[config.mk]
export PLATFORM = sky130hd
export DESIGN_NAME = ps2_hack_keyboard
export DESIGN_NICKNAME = d
export VERILOG_FILES = /design/src/rtl/hack_ps2_pkg.sv /design/src/rtl/ps2_scancode_to_hack.sv /design/src/rtl/ps2_hack_keyboard.sv
export SDC_FILE = /design/constraint.sdc
export NUM_CORES = 1
export LEC_CHECK = 0
export ABC_CLOCK_PERIOD_IN_PS = 2700
export CAP_MARGIN = 10
export CORE_UTILIZATION = 39
export DETAILED_ROUTE_END_ITERATION = 6
export PLACE_DENSITY = 0.64
export SETUP_SLACK_MARGIN = 0.05
export SYNTH_ARGS = -nofsm -noshare
export SYNTH_HDL_FRONTEND = slang
export SYNTH_SLANG_ARGS = --single-unit
[constraint.sdc]
create_clock -name clk -period 2.7 [get_ports clk]
set_clock_uncertainty 0.2 [all_clocks]
set_input_delay 0.54 -clock clk [delete_from_list [all_inputs] [get_ports clk]]
set_output_delay 0.54 -clock clk [all_outputs]
set_load 0.005 [all_outputs]
[src/rtl/hack_ps2_pkg.sv]
// Shared definitions for the PS/2 -> Hack keyboard path: frame FSM states,
// Set-2 prefix bytes, Hack special-key codes and the odd-parity helper.
package hack_ps2_pkg;

    typedef enum logic [1:0] {
        IDLE   = 2'd0,
        DATA   = 2'd1,
        PARITY = 2'd2,
        STOP   = 2'd3
    } ps2_state_e;

    localparam logic [7:0] PREFIX_EXT = 8'hE0;
    localparam logic [7:0] PREFIX_BRK = 8'hF0;

    localparam logic [7:0] HACK_SPACE     = 8'd32;
    localparam logic [7:0] HACK_NEWLINE   = 8'd128;
    localparam logic [7:0] HACK_BACKSPACE = 8'd129;
    localparam logic [7:0] HACK_LEFT      = 8'd130;
    localparam logic [7:0] HACK_UP        = 8'd131;
    localparam logic [7:0] HACK_RIGHT     = 8'd132;
    localparam logic [7:0] HACK_DOWN      = 8'd133;
    localparam logic [7:0] HACK_ESC       = 8'd140;

    // True when the data byte plus its parity bit hold an odd number of ones.
    function automatic logic odd_parity_ok(input logic [7:0] data, input logic par);
        return ^{data, par};
    endfunction

endpackage

[src/rtl/ps2_scancode_to_hack.sv]
// Combinational Set-2 scancode -> Hack keycode translation.
// Letters map to uppercase only; anything not listed yields 0.
import hack_ps2_pkg::*;

module ps2_scancode_to_hack (
    input  logic       ext,
    input  logic [7:0] scancode,
    output logic [7:0] hack
);

    // Table lookup; extended codes only carry the four arrow keys.
    always_comb begin
        hack = 8'd0;
        if (ext) begin
            case (scancode)
                8'h6B:   hack = HACK_LEFT;
                8'h75:   hack = HACK_UP;
                8'h74:   hack = HACK_RIGHT;
                8'h72:   hack = HACK_DOWN;
                default: hack = 8'd0;
            endcase
        end else begin
            case (scancode)
                8'h1C: hack = 8'd65;  8'h32: hack = 8'd66;  8'h21: hack = 8'd67;
                8'h23: hack = 8'd68;  8'h24: hack = 8'd69;  8'h2B: hack = 8'd70;
                8'h34: hack = 8'd71;  8'h33: hack = 8'd72;  8'h43: hack = 8'd73;
                8'h3B: hack = 8'd74;  8'h42: hack = 8'd75;  8'h4B: hack = 8'd76;
                8'h3A: hack = 8'd77;  8'h31: hack = 8'd78;  8'h44: hack = 8'd79;
                8'h4D: hack = 8'd80;  8'h15: hack = 8'd81;  8'h2D: hack = 8'd82;
                8'h1B: hack = 8'd83;  8'h2C: hack = 8'd84;  8'h3C: hack = 8'd85;
                8'h2A: hack = 8'd86;  8'h1D: hack = 8'd87;  8'h22: hack = 8'd88;
                8'h35: hack = 8'd89;  8'h1A: hack = 8'd90;
                8'h45: hack = 8'd48;  8'h16: hack = 8'd49;  8'h1E: hack = 8'd50;
                8'h26: hack = 8'd51;  8'h25: hack = 8'd52;  8'h2E: hack = 8'd53;
                8'h36: hack = 8'd54;  8'h3D: hack = 8'd55;  8'h3E: hack = 8'd56;
                8'h46: hack = 8'd57;
                8'h29: hack = HACK_SPACE;
                8'h5A: hack = HACK_NEWLINE;
                8'h66: hack = HACK_BACKSPACE;
                8'h76: hack = HACK_ESC;
                default: hack = 8'd0;
            endcase
        end
    end

endmodule

[src/rtl/ps2_hack_keyboard.sv]
// PS/2 Set-2 keyboard receiver producing the Hack keycode of the held key.
// Pipeline: 2-FF synchronisers -> ps2_clk glitch filter -> frame FSM with
// timeout -> prefix/byte handler -> keycode register.
// Optional feature: define PS2_PARITY_CHECK_EN to reject frames with bad odd parity.
import hack_ps2_pkg::*;

module ps2_hack_keyboard #(
    parameter int FILTER_LEN     = 4,
    parameter int TIMEOUT_CYCLES = 50000
) (
    input  logic       clk,
    input  logic       reset,
    input  logic       ps2_clk,
    input  logic       ps2_data,
    output logic [7:0] keycode,
    output logic       key_valid,
    output logic       frame_err
);

    localparam int FLT_W = $clog2(FILTER_LEN + 1);
    localparam int TO_W  = $clog2(TIMEOUT_CYCLES + 1);

    logic             clk_meta_r, clk_sync_r;
    logic             data_meta_r, data_sync_r;
    logic             clk_filt_r;
    logic [FLT_W-1:0] flt_cnt_r;
    logic             strobe_s;

    ps2_state_e       state_r, state_nxt_s;
    logic [7:0]       shift_r, shift_nxt_s;
    logic [2:0]       bit_cnt_r, bit_cnt_nxt_s;
    logic [TO_W-1:0]  to_cnt_r;
    logic             timeout_s;
    logic             accept_s, err_s, parity_ok_s;
    logic [7:0]       byte_r;
    logic             byte_ready_r;

    logic             ext_r, brk_r;
    logic [7:0]       lookup_s;
    logic [7:0]       keycode_r;
    logic             key_valid_r, frame_err_r;

`ifdef PS2_PARITY_CHECK_EN
    logic             par_r, par_nxt_s;
`endif

    // Two-stage synchronisers for both pad inputs; idle bus level is high.
    always_ff @(posedge clk or posedge reset) begin
        if (reset) begin
            clk_meta_r  <= 1'b1;
            clk_sync_r  <= 1'b1;
            data_meta_r <= 1'b1;
            data_sync_r <= 1'b1;
        end else begin
            clk_meta_r  <= ps2_clk;
            clk_sync_r  <= clk_meta_r;
            data_meta_r <= ps2_data;
            data_sync_r <= data_meta_r;
        end
    end

    // Glitch filter: adopt a new ps2_clk level after FILTER_LEN consecutive differing samples.
    always_ff @(posedge clk or posedge reset) begin
        if (reset) begin
            clk_filt_r <= 1'b1;
            flt_cnt_r  <= '0;
        end else if (clk_sync_r != clk_filt_r) begin
            if (flt_cnt_r == FLT_W'(FILTER_LEN - 1)) begin
                clk_filt_r <= clk_sync_r;
                flt_cnt_r  <= '0;
            end else begin
                flt_cnt_r  <= flt_cnt_r + FLT_W'(1);
            end
        end else begin
            flt_cnt_r <= '0;
        end
    end

    // Sample strobe: the cycle in which the filtered level is about to fall.
    assign strobe_s = clk_filt_r & ~clk_sync_r & (flt_cnt_r == FLT_W'(FILTER_LEN - 1));

    // A frame in progress that sees no strobe for TIMEOUT_CYCLES cycles is abandoned.
    assign timeout_s = (state_r != IDLE) && !strobe_s &&
                       (to_cnt_r == TO_W'(TIMEOUT_CYCLES - 1));

`ifdef PS2_PARITY_CHECK_EN
    assign parity_ok_s = odd_parity_ok(shift_r, par_r);
`else
    assign parity_ok_s = 1'b1;
`endif

    // Frame FSM next-state and datapath logic, advanced only by strobes or timeout.
    always_comb begin
        state_nxt_s   = state_r;
        shift_nxt_s   = shift_r;
        bit_cnt_nxt_s = bit_cnt_r;
        accept_s      = 1'b0;
        err_s         = 1'b0;
`ifdef PS2_PARITY_CHECK_EN
        par_nxt_s     = par_r;
`endif
        if (timeout_s) begin
            state_nxt_s   = IDLE;
            shift_nxt_s   = 8'h00;
            bit_cnt_nxt_s = 3'd0;
            err_s         = 1'b1;
        end else if (strobe_s) begin
            case (state_r)
                IDLE: begin
                    if (!data_sync_r) begin
                        state_nxt_s   = DATA;
                        shift_nxt_s   = 8'h00;
                        bit_cnt_nxt_s = 3'd0;
                    end else begin
                        err_s = 1'b1;
                    end
                end
                DATA: begin
                    shift_nxt_s   = {data_sync_r, shift_r[7:1]};
                    bit_cnt_nxt_s = bit_cnt_r + 3'd1;
                    if (bit_cnt_r == 3'd7) begin
                        state_nxt_s = PARITY;
                    end else begin
                        state_nxt_s = DATA;
                    end
                end
                PARITY: begin
`ifdef PS2_PARITY_CHECK_EN
                    par_nxt_s   = data_sync_r;
`endif
                    state_nxt_s = STOP;
                end
                STOP: begin
                    state_nxt_s = IDLE;
                    if (data_sync_r && parity_ok_s) begin
                        accept_s = 1'b1;
                    end else begin
                        err_s = 1'b1;
                    end
                end
                default: begin
                    state_nxt_s = IDLE;
                end
            endcase
        end else begin
            state_nxt_s = state_r;
        end
    end

    // Frame FSM state and datapath registers; accepted bytes are handed on one cycle later.
    always_ff @(posedge clk or posedge reset) begin
        if (reset) begin
            state_r      <= IDLE;
            shift_r      <= 8'h00;
            bit_cnt_r    <= 3'd0;
            byte_r       <= 8'h00;
            byte_ready_r <= 1'b0;
            frame_err_r  <= 1'b0;
        end else begin
            state_r      <= state_nxt_s;
            shift_r      <= shift_nxt_s;
            bit_cnt_r    <= bit_cnt_nxt_s;
            byte_ready_r <= accept_s;
            frame_err_r  <= err_s;
            if (accept_s) begin
                byte_r <= shift_r;
            end else begin
                byte_r <= byte_r;
            end
        end
    end

`ifdef PS2_PARITY_CHECK_EN
    // Latched parity bit of the frame in progress.
    always_ff @(posedge clk or posedge reset) begin
        if (reset) begin
            par_r <= 1'b0;
        end else begin
            par_r <= par_nxt_s;
        end
    end
`endif

    // Inter-strobe watchdog: cleared by strobes and while idle.
    always_ff @(posedge clk or posedge reset) begin
        if (reset) begin
            to_cnt_r <= '0;
        end else if (strobe_s || (state_r == IDLE) || timeout_s) begin
            to_cnt_r <= '0;
        end else begin
            to_cnt_r <= to_cnt_r + TO_W'(1);
        end
    end

    ps2_scancode_to_hack u_lut (
        .ext      (ext_r),
        .scancode (byte_r),
        .hack     (lookup_s)
    );

    // Byte handler: track E0/F0 prefixes and update the held keycode on make/break.
    always_ff @(posedge clk or posedge reset) begin
        if (reset) begin
            ext_r       <= 1'b0;
            brk_r       <= 1'b0;
            keycode_r   <= 8'h00;
            key_valid_r <= 1'b0;
        end else begin
            key_valid_r <= 1'b0;
            if (timeout_s) begin
                ext_r <= 1'b0;
                brk_r <= 1'b0;
            end else if (byte_ready_r) begin
                if (byte_r == PREFIX_EXT) begin
                    ext_r <= 1'b1;
                end else if (byte_r == PREFIX_BRK) begin
                    brk_r <= 1'b1;
                end else begin
                    ext_r <= 1'b0;
                    brk_r <= 1'b0;
                    if (brk_r) begin
                        if ((lookup_s == keycode_r) && (keycode_r != 8'h00)) begin
                            keycode_r   <= 8'h00;
                            key_valid_r <= 1'b1;
                        end else begin
                            keycode_r   <= keycode_r;
                        end
                    end else if ((lookup_s != 8'h00) && (lookup_s != keycode_r)) begin
                        keycode_r   <= lookup_s;
                        key_valid_r <= 1'b1;
                    end else begin
                        keycode_r   <= keycode_r;
                    end
                end
            end else begin
                ext_r <= ext_r;
                brk_r <= brk_r;
            end
        end
    end

    assign keycode   = keycode_r;
    assign key_valid = key_valid_r;
    assign frame_err = frame_err_r;

endmodule

Yosys cells after proc, flatten, opt, wreduce, memory -nomap -nowiden
Memory sizes are Yosys's and may differ from the RTL's.
Index checks and enable logic that the tools add are counted.
{"block": "totals", "output_inout_bits": 10, "rom_bits": 1024, "n_memories": 1, "latch_bits": 0, "ramBits": 0, "register_bits": 58}
{"block": "op_classes", "bitwise": 6, "eq_ne": 19, "addsub": 3, "n_mux": 45, "n_reduce_logical": 21, "n_lt_le_gt_ge": 0, "n_div": 0, "shift": 0, "n_mul": 0}
{"name": "(name not given)", "words": 128, "width": 8, "read_ports": 1, "rd_ports_with_merged_regs": 0, "write_ports": 0, "line_no": "ps2_scancode_to_hack.sv:23", "rtl": "case (scancode)"}
{"cell": "$mux W8", "n": 8}
{"cell": "$eq A8 B7 Y1 const B", "n": 4}
{"cell": "$pmux W8 S4", "n": 1}
{"cell": "$mux W1", "n": 22}
{"cell": "$add A16 B1 Y16 const B", "n": 1}
{"cell": "$eq A16 B16 Y1 const B", "n": 1}
{"cell": "$eq A8 B8 Y1 const B", "n": 2}
{"cell": "$mux W16", "n": 1}
{"cell": "$pmux W8 S2", "n": 1}
{"cell": "$reduce_bool A8 Y1", "n": 2}
{"cell": "$mux W3", "n": 5}
{"cell": "$eq A8 B8 Y1", "n": 1}
{"cell": "$mux W2", "n": 4}
{"cell": "$ne A8 B8 Y1", "n": 1}
{"cell": "$pmux W2 S4", "n": 1}
{"cell": "$reduce_and A2 Y1", "n": 4}
{"cell": "$reduce_bool A2 Y1", "n": 4}
{"cell": "$add A3 B1 Y3 const B", "n": 2}
{"cell": "$ne A3 B3 Y1 const B", "n": 2}
{"cell": "$pmux W3 S2", "n": 1}
{"cell": "$reduce_and A6 Y1", "n": 1}
{"cell": "$eq A2 B2 Y1 const B", "n": 2}
{"cell": "$logic_and A1 B1 Y1", "n": 4}
{"cell": "$not A1 Y1", "n": 4}
{"cell": "other kinds (13)", "n": 15}

Longest topological paths before layout
{"block": "logic_depth", "ltp_word": 11, "ltp_mapped": 12, "depth_no_buf": 11}

By module
A second synthesis with hierarchy kept.
{"block": "unflattened", "cells_unflattened": 380, "area_unflattened_um2": 3603.5}
{"module": "ps2_hack_keyboard", "area_per_inst_um2": 2740.1, "cells_each": 243, "instances": 1}
{"module": "ps2_scancode_to_hack", "area_per_inst_um2": 863.3, "cells_each": 137, "instances": 1}

Worst setup path before layout
No wires, ideal clock.
{"block": "synth_timing", "kind": "flip-flop to flip-flop", "start": "register byte_r[1]", "end": "register keycode_r[6] (netlist: keycode[6])", "path_buffers": 1, "period_less_slack_ps": 2956, "setup_ps": 137, "path_slack_ps": -256, "path_stages_with_launch": 12, "arrival_time_ps": 2618, "path_cell_list": "dfrtp_1 -> inv_1 -> ha_1 -> clkbuf_1 -> mux2_1 -> a21o_1 -> o221a_2 -> o31ai_1 -> o2111ai_1 -> or3_1 -> nand3_1 -> o22ai_1"}
{"block": "synth_between", "elab_chain_cells": 7}
{"element": "start: declaration", "line_no": "ps2_hack_keyboard.sv:35", "rtl": "logic [7:0] byte_r;"}
{"element": "start signal: assignment", "line_no": "ps2_hack_keyboard.sv:166", "rtl": "byte_r <= shift_r;"}
{"element": "start signal: assignment", "line_no": "ps2_hack_keyboard.sv:168", "rtl": "byte_r <= byte_r;"}
{"element": "$mem_v2 Z128 W8 / $eq A8 B7 Y1 (equally long branches)"}
{"element": "$mux W8 / $pmux W8 S4 (equally long branches)", "line_no": "ps2_scancode_to_hack.sv:23, ps2_scancode_to_hack.sv:15"}
{"element": "$mux W8", "line_no": "ps2_scancode_to_hack.sv:14", "rtl": "if (ext) begin"}
{"element": "$eq A8 B8 Y1 (tied with other cells)", "line_no": "ps2_hack_keyboard.sv:222", "rtl": "if ((lookup_s == keycode_r) && (keycode_r != 8'h00)) begin"}
{"element": "$logic_and A1 B1 Y1 (on tied branches)", "line_no": "ps2_hack_keyboard.sv:222, ps2_hack_keyboard.sv:228"}
{"element": "$ne A2 B1 Y1 (no line) / $reduce_bool A2 Y1 (equally long branches)"}
{"element": "$reduce_and A6 Y1 (no line)"}
{"element": "end signal: assignment", "line_no": "ps2_hack_keyboard.sv:226", "rtl": "keycode_r <= keycode_r;"}
{"element": "end signal: assignment", "line_no": "ps2_hack_keyboard.sv:229", "rtl": "keycode_r <= lookup_s;"}
{"element": "end signal: assignment", "line_no": "ps2_hack_keyboard.sv:232", "rtl": "keycode_r <= keycode_r;"}
{"element": "end: declaration", "line_no": "ps2_hack_keyboard.sv:40", "rtl": "logic [7:0] keycode_r;"}
Parallel ways exist; a longest one is shown, timed or not. The select of a mux whose other input is x is not followed.
A chain may end at the register's enable or synchronous reset.

Worst setup path after layout
{"block": "layout_timing", "start": "register byte_r[3]", "end": "register keycode_r[6] (netlist: keycode[6])"}
Same word-level chain as after synthesis.

==> run metrics <==
status finished with violations; violations in the final reports negative setup slack; kind of path behind the tightest hold check flop to flop; placeable core region 8891 sq um; number of hold buffers added after CTS 0; worst max-slew margin expressed relative to the limit 60.58%; EDFF count, synth 0; Sum Neg Setup Slack -2886 ps; required time at the worst-slack endpoint 2700 ps; total number of nets in the final design 494; number of nets with antenna violations after routing 0; final count of hold timing violations 0; final number of max-transition violations 0; total setup violations reported at the end of the flow 9; cell area after technology mapping 3633 sq um; Chip Height 98.52 um; Top Ports 14; Data arrival, critical path 3040 ps; Max clock buf depth 2; static leakage 2.031 nW; total congestion overflow 0; measured slew at the worst slew-check pin 585.9 ps; via count 3314; Pwr per Cell Area 383.6 nW/um^2; pin count of the biggest net entering global routing 29; min setup slack post-route -336.3 ps; synth unique cells 68; number of antenna diodes 0; register bit total from synthesis 58; unrepaired setup endpoints after global routing true; vias per inst 5.607; first-pass GRT wire length 16.37 mm; fill cell count 790; Clk Latency, worst-skew pair 330 ps; worst setup path category flop to flop; mean instance size in the synthesized netlist 9.129 sq um; Die Outline Area 9706 sq um; synthesis-to-finish area growth 32.95%; Worst Path Max Fanout 7; WL final 9.598 mm; Num CTS Buffers 9; antenna violations before repair 0; clock tree from TritonCTS built; share of layout cells above drive strength 1 31.06%; minimum clock period after layout 3036 ps; worst hold slack across all endpoints 146.1 ps; number of placement rows 34; Peak VDD IR 0.3547 mV; number of design-rule violations left by the first detailed-router iteration 159; number of warnings issued by yosys 0; Synth Flop Type sky130_fd_sc_hd__dfrtp_1; Highest Clock Rate 329.3 MHz; CP startpoint kind flop; overall die width 98.52 um; Initial Utilization 40.87%; Buffers on Ports 13; critical path endpoint category flop; detailed-router iteration count before antenna repair 4; cell count after synthesis 398; post-synthesis sequential area ratio 40.12%; clock root buffer sky130_fd_sc_hd__clkbuf_8; depth of the CTS H-tree 3; Mapped Nets 414; overall routing resource usage 21.34%; Final GP Congestion 0.8725; max-capacitance violation count 0; average wire per cell in the routed design 16.24 um; estimated wirelength of the detail-placed design 7.148 mm; share of flip-flops with an asynchronous set or reset 100.0%; Sinks on Clock Net 58; count of unresolved DRC violations after routing 0; clock slew at reported path FFs 70 ps; vias in the first global route 3337; fraction of the cycle the final worst path needs 112.5%
## per-stage QoR
step	instances	power (mW)	utilization, %	area, sq um	setup slack (ps)
detailed placement	568	1.087	50.03	4448	-420.8
global route	591	1.939	54.33	4831	-397.9
global placement	568	1.075	50.03	4448	-286.5
floorplan	398	1.048	-	3715	-126.5
finish	591	1.853	54.33	4831	-336.3
CTS	590	1.874	53.50	4757	-305.7
## state kept, by name, indices dropped and copies added, names as in the netlist, 2 cells and up
name and cells:
state_r 2, byte_r 8, flt_cnt_r 3, bit_cnt_r 3, shift_r 8, to_cnt_r 16
keycode 8
## path summary, 6_finish.rpt
kind | startpoint | to | slack (ps) | depth (start not counted)
worst max-delay path | byte_r[3] | keycode[6] | -340 | 9
min in group asynchronous | reset | frame_err | 300 | 2
worst max register to register | byte_r[3] | keycode[6] | -340 | 9
worst min register to register | data_meta_r | data_sync_r | 150 | 0
max in group asynchronous | reset | data_meta_r | 1390 | 3
worst min-delay path | data_meta_r | data_sync_r | 150 | 0
## critical path, cell delays in order, from the launching register on
cell and delay, ps:
sky130_fd_sc_hd__dfrtp_2 500, sky130_fd_sc_hd__or3_4 390, sky130_fd_sc_hd__nand3b_4 170, sky130_fd_sc_hd__and3_1 160
sky130_fd_sc_hd__o22a_1 220, sky130_fd_sc_hd__a311o_1 390, sky130_fd_sc_hd__nor4_4 300, sky130_fd_sc_hd__nand4_2 230
sky130_fd_sc_hd__a21oi_4 250, sky130_fd_sc_hd__o22ai_1 100
## final cells by class
cell class              instances  area [sq um]  area share, %
clock buffers                  11         141.4          2.927
clock inverters                 5         53.80          1.114
inverters                      22         88.84          1.839
multi-input cells             298          2182          45.17
flip-flops and latches         58          1464          30.30
well taps                     108         135.1          2.797
repair buffers                 89         765.7          15.85
## Yosys cell counts (all sizes together) (3+ instances only)
library cell | number | area, sq um
a211oi | 6 | 50.05
a21oi | 12 | 71.32
a22o | 11 | 96.34
a41oi | 3 | 26.28
and3 | 5 | 31.28
buf | 11 | 62.56
clkbuf | 10 | 37.54
dfrtp | 53 | 1326
dfstp | 5 | 131.4
ha | 12 | 150.1
inv | 22 | 82.58
mux2 | 9 | 101.4
mux2i | 5 | 50.05
nand2 | 40 | 150.1
nand2b | 9 | 56.30
nand3 | 20 | 100.1
nand3b | 3 | 35.03
nand4 | 6 | 43.79
nor2 | 33 | 123.9
nor2b | 5 | 31.28
nor3 | 9 | 45.04
nor3b | 5 | 37.54
nor4 | 6 | 52.55
o21ai | 23 | 115.1
o22ai | 6 | 37.54
o31ai | 5 | 37.54
or2 | 3 | 18.77
or3 | 4 | 30.03
xnor2 | 13 | 113.9
xor2 | 7 | 61.31
## per-layer routing
metal / global-route usage, % / wire (um)
met5: 0 / 0
met4: 7.003 / 206
met3: 4.326 / 387
met2: 35.43 / 4639
met1: 27.96 / 4366
## cells by family after synthesis
group / share of synthesized area [%]
AND/OR/NAND/NOR: 22.76
flip-flops: 40.12
adder cells (fa/ha/maj): 4.132
AO/OA/AOI/OAI: 18.97
buffers and inverters: 5.028
multiplexers: 4.167
XOR/XNOR: 4.821
## where the power goes
part,switching (mW),internal [mW]
combinational,0.0765,0.0525
sequential,0.0253,0.913
clock,0.338,0.448
## cells in the final DEF (no fill, tap or decap), types with 5 or more instances in the layout
cell | synthesis | routed
sky130_fd_sc_hd__mux2_2 | 7 | 7
sky130_fd_sc_hd__buf_4 | 3 | 68
sky130_fd_sc_hd__dfstp_2 | 5 | 5
sky130_fd_sc_hd__a22o_1 | 11 | 11
sky130_fd_sc_hd__xor2_1 | 7 | 7
sky130_fd_sc_hd__o21ai_1 | 5 | 5
sky130_fd_sc_hd__a21oi_1 | 11 | 11
sky130_fd_sc_hd__dfrtp_2 | 0 | 5
sky130_fd_sc_hd__o22ai_1 | 6 | 6
sky130_fd_sc_hd__nand2b_1 | 9 | 8
sky130_fd_sc_hd__inv_1 | 21 | 17
sky130_fd_sc_hd__clkbuf_8 | 0 | 10
sky130_fd_sc_hd__ha_1 | 12 | 8
sky130_fd_sc_hd__dfrtp_1 | 53 | 48
sky130_fd_sc_hd__and3_1 | 5 | 5
sky130_fd_sc_hd__nand4_1 | 5 | 5
sky130_fd_sc_hd__nand3_1 | 20 | 19
sky130_fd_sc_hd__nand2_1 | 40 | 38
sky130_fd_sc_hd__nor3_1 | 9 | 7
sky130_fd_sc_hd__nor2_1 | 33 | 31
sky130_fd_sc_hd__clkdlybuf4s50_1 | 0 | 13
sky130_fd_sc_hd__mux2i_1 | 5 | 5
sky130_fd_sc_hd__a211oi_1 | 5 | 5
sky130_fd_sc_hd__o21ai_0 | 18 | 18
sky130_fd_sc_hd__xnor2_1 | 13 | 12
## what timing repair did
| action | 4_1_cts | 5_1_grt |
|---|---|---|
| gates resized for setup | 17 | 16 |
| endpoints found under the hold margin | 0 | 0 |
| pin swaps | 20 | 11 |
| setup buffers | 5 | 2 |
| gates cloned | 1 | 0 |
| setup endpoints to repair | 9 | 9 |
No activity file was read; power rests on OpenSTA's default activity.
